<file path="config.mk">
export PLATFORM = sky130hd
export DESIGN_NAME = mac_array_n
export DESIGN_NICKNAME = d
export VERILOG_FILES = /design/src/rtl/mac_pkg.sv /design/src/rtl/mac_lane.sv /design/src/rtl/mac_array_n.sv
export SDC_FILE = /design/constraint.sdc
export NUM_CORES = 2
export LEC_CHECK = 0
export BUFFER_PORTS_ARGS = -buffer_cell sky130_fd_sc_hd__clkbuf_2
export CORE_ASPECT_RATIO = 0.7
export CORE_UTILIZATION = 30
export CTS_CLUSTER_DIAMETER = 120
export CTS_CLUSTER_SIZE = 8
export DETAILED_ROUTE_END_ITERATION = 12
export GPL_ROUTABILITY_DRIVEN = 1
export GPL_TIMING_DRIVEN = 0
export MAX_ROUTING_LAYER = met4
export PLACE_DENSITY_LB_ADDON = 0.05
export SLEW_MARGIN = 20
export SYNTH_ARGS = -nofsm -noshare
export SYNTH_HDL_FRONTEND = slang
export SYNTH_SLANG_ARGS = --single-unit
</file>
<file path="constraint.sdc">
create_clock -name clk -period 14.1 [get_ports clk]
set_input_delay 2.82 -clock clk [delete_from_list [all_inputs] [get_ports clk]]
set_output_delay 2.82 -clock clk [all_outputs]
set_load 0.02 [all_outputs]
</file>
<file path="src/rtl/mac_pkg.sv">
// mac_pkg: shared types, width helper and default clamp constants for the MAC array.
package mac_pkg;
    typedef enum logic {SAT_WRAP = 1'b0, SAT_CLAMP = 1'b1} sat_mode_t;

    function automatic int z_w(input int a_w, input int guard);
        return 2 * a_w + guard;
    endfunction

    localparam int A_W_DEF = 10;
    localparam int GUARD_DEF = 2;
    localparam int Z_W_DEF = z_w(A_W_DEF, GUARD_DEF);
    localparam logic [Z_W_DEF-1:0] Z_MAX_DEF = {1'b0, {(Z_W_DEF-1){1'b1}}};
    localparam logic [Z_W_DEF-1:0] Z_MIN_DEF = {1'b1, {(Z_W_DEF-1){1'b0}}};
endpackage

</file>
<file path="src/rtl/mac_lane.sv">
// mac_lane: one signed MAC lane -- operand register, product register, accumulator
// with overflow detection, optional clamping and a sticky per-accumulation overflow flag.
module mac_lane
    import mac_pkg::*;
#(
    parameter int        A_W   = 10,
    parameter int        GUARD = 2,
    parameter sat_mode_t MODE  = SAT_CLAMP
) (
    input  logic                              clk,
    input  logic                              rst,
    input  logic                              en,
    input  logic signed [A_W-1:0]             a,
    input  logic signed [A_W-1:0]             b,
    input  logic                              p_valid,
    input  logic                              p_first,
    input  logic                              p_last,
    output logic signed [z_w(A_W,GUARD)-1:0]  z,
    output logic                              ovf
);
    localparam int Z_W = z_w(A_W, GUARD);
    localparam int P_W = 2 * A_W;
    localparam logic [Z_W-1:0] Z_MAX = {1'b0, {(Z_W-1){1'b1}}};
    localparam logic [Z_W-1:0] Z_MIN = {1'b1, {(Z_W-1){1'b0}}};

    logic signed [A_W-1:0] a_r, b_r;
    logic signed [P_W-1:0] p;
    logic signed [Z_W-1:0] acc, nxt;
    logic signed [Z_W:0]   sum;
    logic                  sticky, of;

    // One extra bit of headroom: the top two bits disagree exactly when Z_W overflows.
    always_comb begin
        sum = (p_first ? (Z_W+1)'(0) : (Z_W+1)'(acc)) + (Z_W+1)'(p);
        of  = sum[Z_W] ^ sum[Z_W-1];
        nxt = (of && MODE == SAT_CLAMP) ? (sum[Z_W] ? Z_MIN : Z_MAX) : sum[Z_W-1:0];
    end

    always_ff @(posedge clk or posedge rst) begin
        if (rst) begin
            a_r    <= '0;
            b_r    <= '0;
            p      <= '0;
            acc    <= '0;
            sticky <= 1'b0;
            z      <= '0;
            ovf    <= 1'b0;
        end else if (en) begin
            a_r <= a;
            b_r <= b;
            p   <= a_r * b_r;
            if (p_valid) begin
                acc    <= nxt;
                sticky <= (p_first ? 1'b0 : sticky) | of;
                if (p_last) begin
                    z   <= nxt;
                    ovf <= (p_first ? 1'b0 : sticky) | of;
                end
            end
        end
    end
endmodule

</file>
<file path="src/rtl/mac_array_n.sv">
// mac_array_n: LANES-wide signed multiply-accumulate engine; shared beat counter,
// valid pipeline and stall control drive one mac_lane per lane.
module mac_array_n
    import mac_pkg::*;
#(
    parameter int LANES    = 4,
    parameter int A_W      = 10,
    parameter int GUARD    = 2,
    parameter int CNT_W    = 8,
    parameter int SATURATE = 1
) (
    input  logic                                 clk,
    input  logic                                 rst,
    input  logic                                 in_valid,
    output logic                                 in_ready,
    input  logic [LANES*A_W-1:0]                 a,
    input  logic [LANES*A_W-1:0]                 b,
    input  logic [CNT_W-1:0]                     acc_len,
    output logic                                 z_valid,
    input  logic                                 out_ready,
    output logic [LANES*z_w(A_W,GUARD)-1:0]      z,
    output logic [LANES-1:0]                     ovf
);
    localparam int Z_W = z_w(A_W, GUARD);

    logic             rdy, stall, fire, first, last;
    logic [CNT_W-1:0] cnt, len, eff_len;
    logic             s_valid, s_first, s_last;
    logic             p_valid, p_first, p_last;

    assign stall    = z_valid && !out_ready;
    assign in_ready = rdy && !stall;
    assign fire     = in_valid && in_ready;

    // acc_len is only honoured on the first beat; later beats use the latched length.
    always_comb begin
        first   = cnt == '0;
        eff_len = !first ? len : (acc_len == '0 ? CNT_W'(1) : acc_len);
        last    = cnt == eff_len - 1'b1;
    end

    always_ff @(posedge clk or posedge rst) begin
        if (rst) begin
            rdy     <= 1'b0;
            cnt     <= '0;
            len     <= '0;
            s_valid <= 1'b0;
            s_first <= 1'b0;
            s_last  <= 1'b0;
            p_valid <= 1'b0;
            p_first <= 1'b0;
            p_last  <= 1'b0;
            z_valid <= 1'b0;
        end else begin
            rdy <= 1'b1;
            if (fire) begin
                cnt <= last ? '0 : cnt + 1'b1;
                if (first) len <= eff_len;
            end
            // Without a stall any pending result is being taken, so z_valid just follows p_last.
            if (!stall) begin
                s_valid <= fire;
                s_first <= fire && first;
                s_last  <= fire && last;
                p_valid <= s_valid;
                p_first <= s_first;
                p_last  <= s_last;
                z_valid <= p_valid && p_last;
            end
        end
    end

    for (genvar i = 0; i < LANES; i++) begin : g_lane
        mac_lane #(
            .A_W  (A_W),
            .GUARD(GUARD),
            .MODE (SATURATE != 0 ? SAT_CLAMP : SAT_WRAP)
        ) u_lane (
            .clk    (clk),
            .rst    (rst),
            .en     (!stall),
            .a      (a[i*A_W +: A_W]),
            .b      (b[i*A_W +: A_W]),
            .p_valid(p_valid),
            .p_first(p_first),
            .p_last (p_last),
            .z      (z[i*Z_W +: Z_W]),
            .ovf    (ovf[i])
        );
    end
endmodule

</file>
[Yosys cells after proc, flatten, opt, wreduce, memory -nomap -nowiden]
Index checks and enable logic that the tools add are counted.
Storage, ports and cells
  flip-flop bits (word level): 368
  output and inout bits: 94
  word-level logic and storage cells: 90
Operators by class
  add/subtract/negate cells: 6
  multipliers: 4
  eq/ne operators: 1
  mux-type cells: 19
  bitwise logic cells: 9
  reduce and logical (&&, ||, !) cells: 13
Operator list (count)
  $mux 22: 8
  $add 23x20->23: 4
  $mux 23: 4
  $mul 10x10->20: 4
  $mux 8: 3
  $logic_not 8->1: 2
  $add 8x1->8 const B: 1
  $eq 8x8->1: 1
  $sub 8x1->8 const B: 1
  $logic_and 1x1->1: 6
  $mux 1: 4
  $or 1x1->1: 4
  $reduce_and 2->1: 2
  $xor 1x1->1: 4
  $reduce_and 3->1: 1
  $logic_not 1->1: 2
  $not 1->1: 1

[Depth between registers and ports, before layout]
  depth after elaboration: 6
  mapped depth: 22

[Hierarchy]
From an unflattened synthesis, not the netlist that was laid out.
Unflattened totals
  cells, all modules: 3845
  area total of the unflattened synthesis: 36128.4 um^2
By module, submodules not included
  mac_lane at g_lane[3].u_lane: times used 1, cells each 927, area an instance 8730.9 um^2, sequential area each 2152.1 um^2
  mac_lane at g_lane[2].u_lane: times used 1, cells each 930, area an instance 8689.6 um^2, sequential area each 2152.1 um^2
  mac_lane at g_lane[1].u_lane: times used 1, cells each 919, area an instance 8634.5 um^2, sequential area each 2152.1 um^2
  mac_lane at g_lane[0].u_lane: times used 1, cells each 902, area an instance 8520.7 um^2, sequential area each 2152.1 um^2
  mac_array_n: times used 1, cells each 167, area an instance 1552.7 um^2, sequential area each 600.6 um^2

[Worst setup path after synthesis]
Ideal clock, no wire load.
  path type: input to output
  start point: in out_ready
  end point: out in_ready
  arrival: 3.357 ns
  required time: 11.280 ns
  setup slack: 7.923 ns
  cell stages on the path: 3
  path buffers: 1
  path through: nand2b_1 > clkbuf_1 > and2_1
Between the ends
  longest elaborated chain between the ends: 4
RTL lines
  start: declaration: RTL line mac_array_n.sv:20  | input logic out_ready,
  $logic_not 1->1: RTL line mac_array_n.sv:31  | assign stall = z_valid && !out_ready;
  $logic_and 1x1->1: RTL line mac_array_n.sv:31
  $logic_not 1->1
  $logic_and 1x1->1: RTL line mac_array_n.sv:32  | assign in_ready = rdy && !stall;
  end: declaration: RTL line mac_array_n.sv:15  | output logic in_ready,
Every way passes these cells.

[Worst setup path after layout]
Ends and elaborated chain as after synthesis.

==> key figures <==
STA
  • Final min period: 6740 ps
  • Max-slew headroom: 17.6%
  • Hold Slack: 472 ps
  • Measured slew at the worst slew-check pin: 1240 ps
  • Final setup violation count: 0
  • Final hold vios: 0
  • Fmax: 148 MHz
  • Period utilisation layout: 47.8%
  • Clock Skew: 20.2 ps
  • Setup TNS: 0 ps
  • Fin. max-slew vios: 0
  • RSZ-0062 raised after global routing: false

Status
  • Status: finished with violations
  • Failing checks: design-rule violations

Worst setup path
  • CP endpoint kind: primary output
  • Worst-path fanout max: 8
  • Data arrival, critical path: 3920 ps
  • CP Class: in2out
  • Cell family with most CP delay: buffers and inverters
  • Worst path cell trace: clkbuf_2 -> nand2b_1 -> clkbuf_1 -> and2_1 -> clkbuf_2
  • CP bufs+invs: 3
  • CP peak stage delay: 470 ps
  • WP data required: 11280 ps
  • Critical path's slowest cell: clkbuf_1
  • Crit path launch type: primary input
  • Most used cell, CP: clkbuf_2

Clock tree
  • Clock Latency Late Sink: 620 ps
  • Gates resized, CTS repair: 0
  • Clock Path Buffers: 3
  • CTS H-tree lvls: 2
  • Reg clk slew, reported paths: 50 ps
  • Sinks on Clock Net: 368
  • CTS hold repair buffers: 0
  • CTS root buf: clkbuf_16
  • TritonCTS Buffers: 51
  • CTS tree: yes
  • Post-CTS setup buffers: 0

Run
  • Max-Cap Viols: 0

Final layout
  • Layout cells sized above 1: 7.49%
  • Nets: 4954
  • Final non-filler cell total: 5745
  • Final Util: 34.1%
  • Layout Area Growth over Synthesis: 12.4%
  • Fillers: 12300

Synthesis
  • Post-synthesis simple-gate area fraction: 17.7%
  • Mux cell area share after synthesis: 1.30%
  • Sequential share of the synthesized area: 26.4%
  • Post-synth EDFFs: 0
  • Xor and xnor area share after synthesis: 4.49%
  • Synth area leader: dfrtp_1
  • Top-count cell post-synth: nand2_1
  • Largest family of logic cells by synthesized area: adder cells
  • Synth area leaders: dfrtp_1 26%, fa_1 21%, ha_1 10%
  • Yosys Warn Count: 0
  • Post-synth top cells: 734 x nand2_1, 571 x inv_1, 368 x dfrtp_1, 368 x fa_1, 287 x ha_1
  • Distinct cell type count after synthesis: 76
  • Synthesized area: 0.0349 sq mm
  • Synth Instances: 3964
  • Synth Net Count: 4711
  • Synth Area in Adders: 31.9%
  • Top-area cell type share of the netlist area: 26.4%
  • Syn avg cell area: 8.80 sq um
  • Complex-gate fraction of the synthesized area: 10.1%
  • Main synth FF type: dfrtp_1
  • #FFs+latches synth: 368
  • Synth async-reset ratio: 100%

Global routing
  • GR Overflow Total: 0
  • Global Route Usage Sum: 19.8%
  • Pin count of the biggest net entering global routing: 85
  • Global-route wire length before repair: 172000 um
  • Antenna violations before repair: 7
  • Vias in the first global route: 27200

Floorplanning
  • Die Y: 287 um
  • Core area: 0.115 sq mm
  • Die area: 0.118 sq mm
  • # rows: 104
  • Chip Width: 410 um
  • Starting Density: 30.3%
  • I/O pin cnt: 186

Placed design
  • Routability cong.: 0.824
  • Dpl cells: 5691
  • IO buf count: 185
  • Hpwl dp: 88800 um

Route
  • Vias per cell: 4.62
  • WL met3: 5400 um
  • Final WL: 111000 um
  • WL per Instance: 19.4 um
  • # DRC: 44
  • Post-DRT Antenna Nets: 0
  • Pre-antenna DRT Iters: 9
  • Length of routed met2 wiring: 44900 um
  • DR top layer: met4
  • WL met1: 59600 um
  • DRT iter0 DRCs: 1597
  • Vias: 26600

Pwr
  • Static leakage: 19.7 nW
  • Total power draw: 0.0106 W
  • PD cells: 270 mW/mm^2
  • Peak supply drop: 0.000156 V

Hold path
  • Min-delay worst type: reg2reg
metal layers:
metal  vias up  global-route usage [%]
met1     13100                    30.4
met5         -                       -
met4         0                    3.21
li1      13000                       -
met3        80                    3.16
met2       379                    27.2
registers in the layout, summed over array words and instances, names as in the netlist, 4 cells and up:
register and cells:
g_lane.u_lane.acc 88, g_lane.u_lane.z 88, g_lane.u_lane.sticky 4, cnt 8, g_lane.u_lane.ovf 4, g_lane.u_lane.p 80
g_lane.u_lane.a_r 40, len 8, g_lane.u_lane.b_r 40
per-stage QoR:
stage                     area (sq um)  worst slack, ps
final                            39200             7360
after global routing             39200             7260
after CTS                        39200             7390
after detailed placement         37900             7390
after global placement           37700            -5110
after floorplan                  34900             1060
layout make-up:
cell class / count / area (sq um) / share of cell area, %
antenna: 1 / 2.50 / 0.00638
sequential: 368 / 9210 / 23.5
clock buffer: 53 / 1330 / 3.38
timing repair buffer: 190 / 1060 / 2.71
multi-input combinational: 2848 / 22900 / 58.3
buffer: 172 / 682 / 1.74
inverter: 576 / 2170 / 5.53
tap: 1537 / 1920 / 4.90
path summary, 6_finish.rpt:
| check | cells after the start | endpoint | from | slack [ps] |
|---|---|---|---|---|
| setup / recovery | 5 | in_ready | out_ready | 7360 |
| hold / removal | 2 | g_lane[1].u_lane.acc[21]$_DFFE_PP0P_ | g_lane[1].u_lane.acc[21]$_DFFE_PP0P_ | 470 |
| setup reg to reg | 21 | g_lane[0].u_lane.p[18]$_DFFE_PP0N_ | g_lane[0].u_lane.b_r[2]$_DFFE_PP0N_ | 7490 |
| hold reg to reg | 2 | g_lane[1].u_lane.acc[21]$_DFFE_PP0P_ | g_lane[1].u_lane.acc[21]$_DFFE_PP0P_ | 470 |
| max in group asynchronous | 4 | g_lane[1].u_lane.b_r[8]$_DFFE_PP0N_ | rst | 10480 |
| min in group asynchronous | 2 | len[6]$_DFFE_PP0P_ | rst | 2240 |
cells in the final DEF (no fill, tap or decap), drive strengths merged, types with 12 or more instances in the layout:
cell    instances
o21ai         210
and3           18
buf            16
nor2          216
o21a           18
ha            287
inv           571
mux2           35
nand2         735
a31oi          17
and2          153
dfrtp         368
nor3           31
a21o           47
or3            12
clkbuf        399
xnor2         110
nand2b         25
maj3           17
nor2b          98
a21oi         179
fa            368
xor2           69
o21bai         21
nand3          39
where the power goes:
part | switching (W) | internal [W]
registers | 0.000233 | 0.00147
logic | 0.00461 | 0.00314
clock network | 0.000510 | 0.000651
total | 0.00535 | 0.00526
tightest hold or removal path, cell delays in order, from the launching register on:
cell and delay [ps]:
dfrtp_1 330, nand2_1 40, o21ai_0 60
cell families (layout without fill, tap and decap cells):
family / count (synthesis) / after routing
mux: 41 / 41
fa+ha+maj: 672 / 672
flops: 368 / 368
xor+xnor: 179 / 179
other cells: 1 / 2
buf+inv: 748 / 991
compound gates: 586 / 586
simple gates: 1369 / 1369
Note: power is estimated with default switching activity, not from simulation.
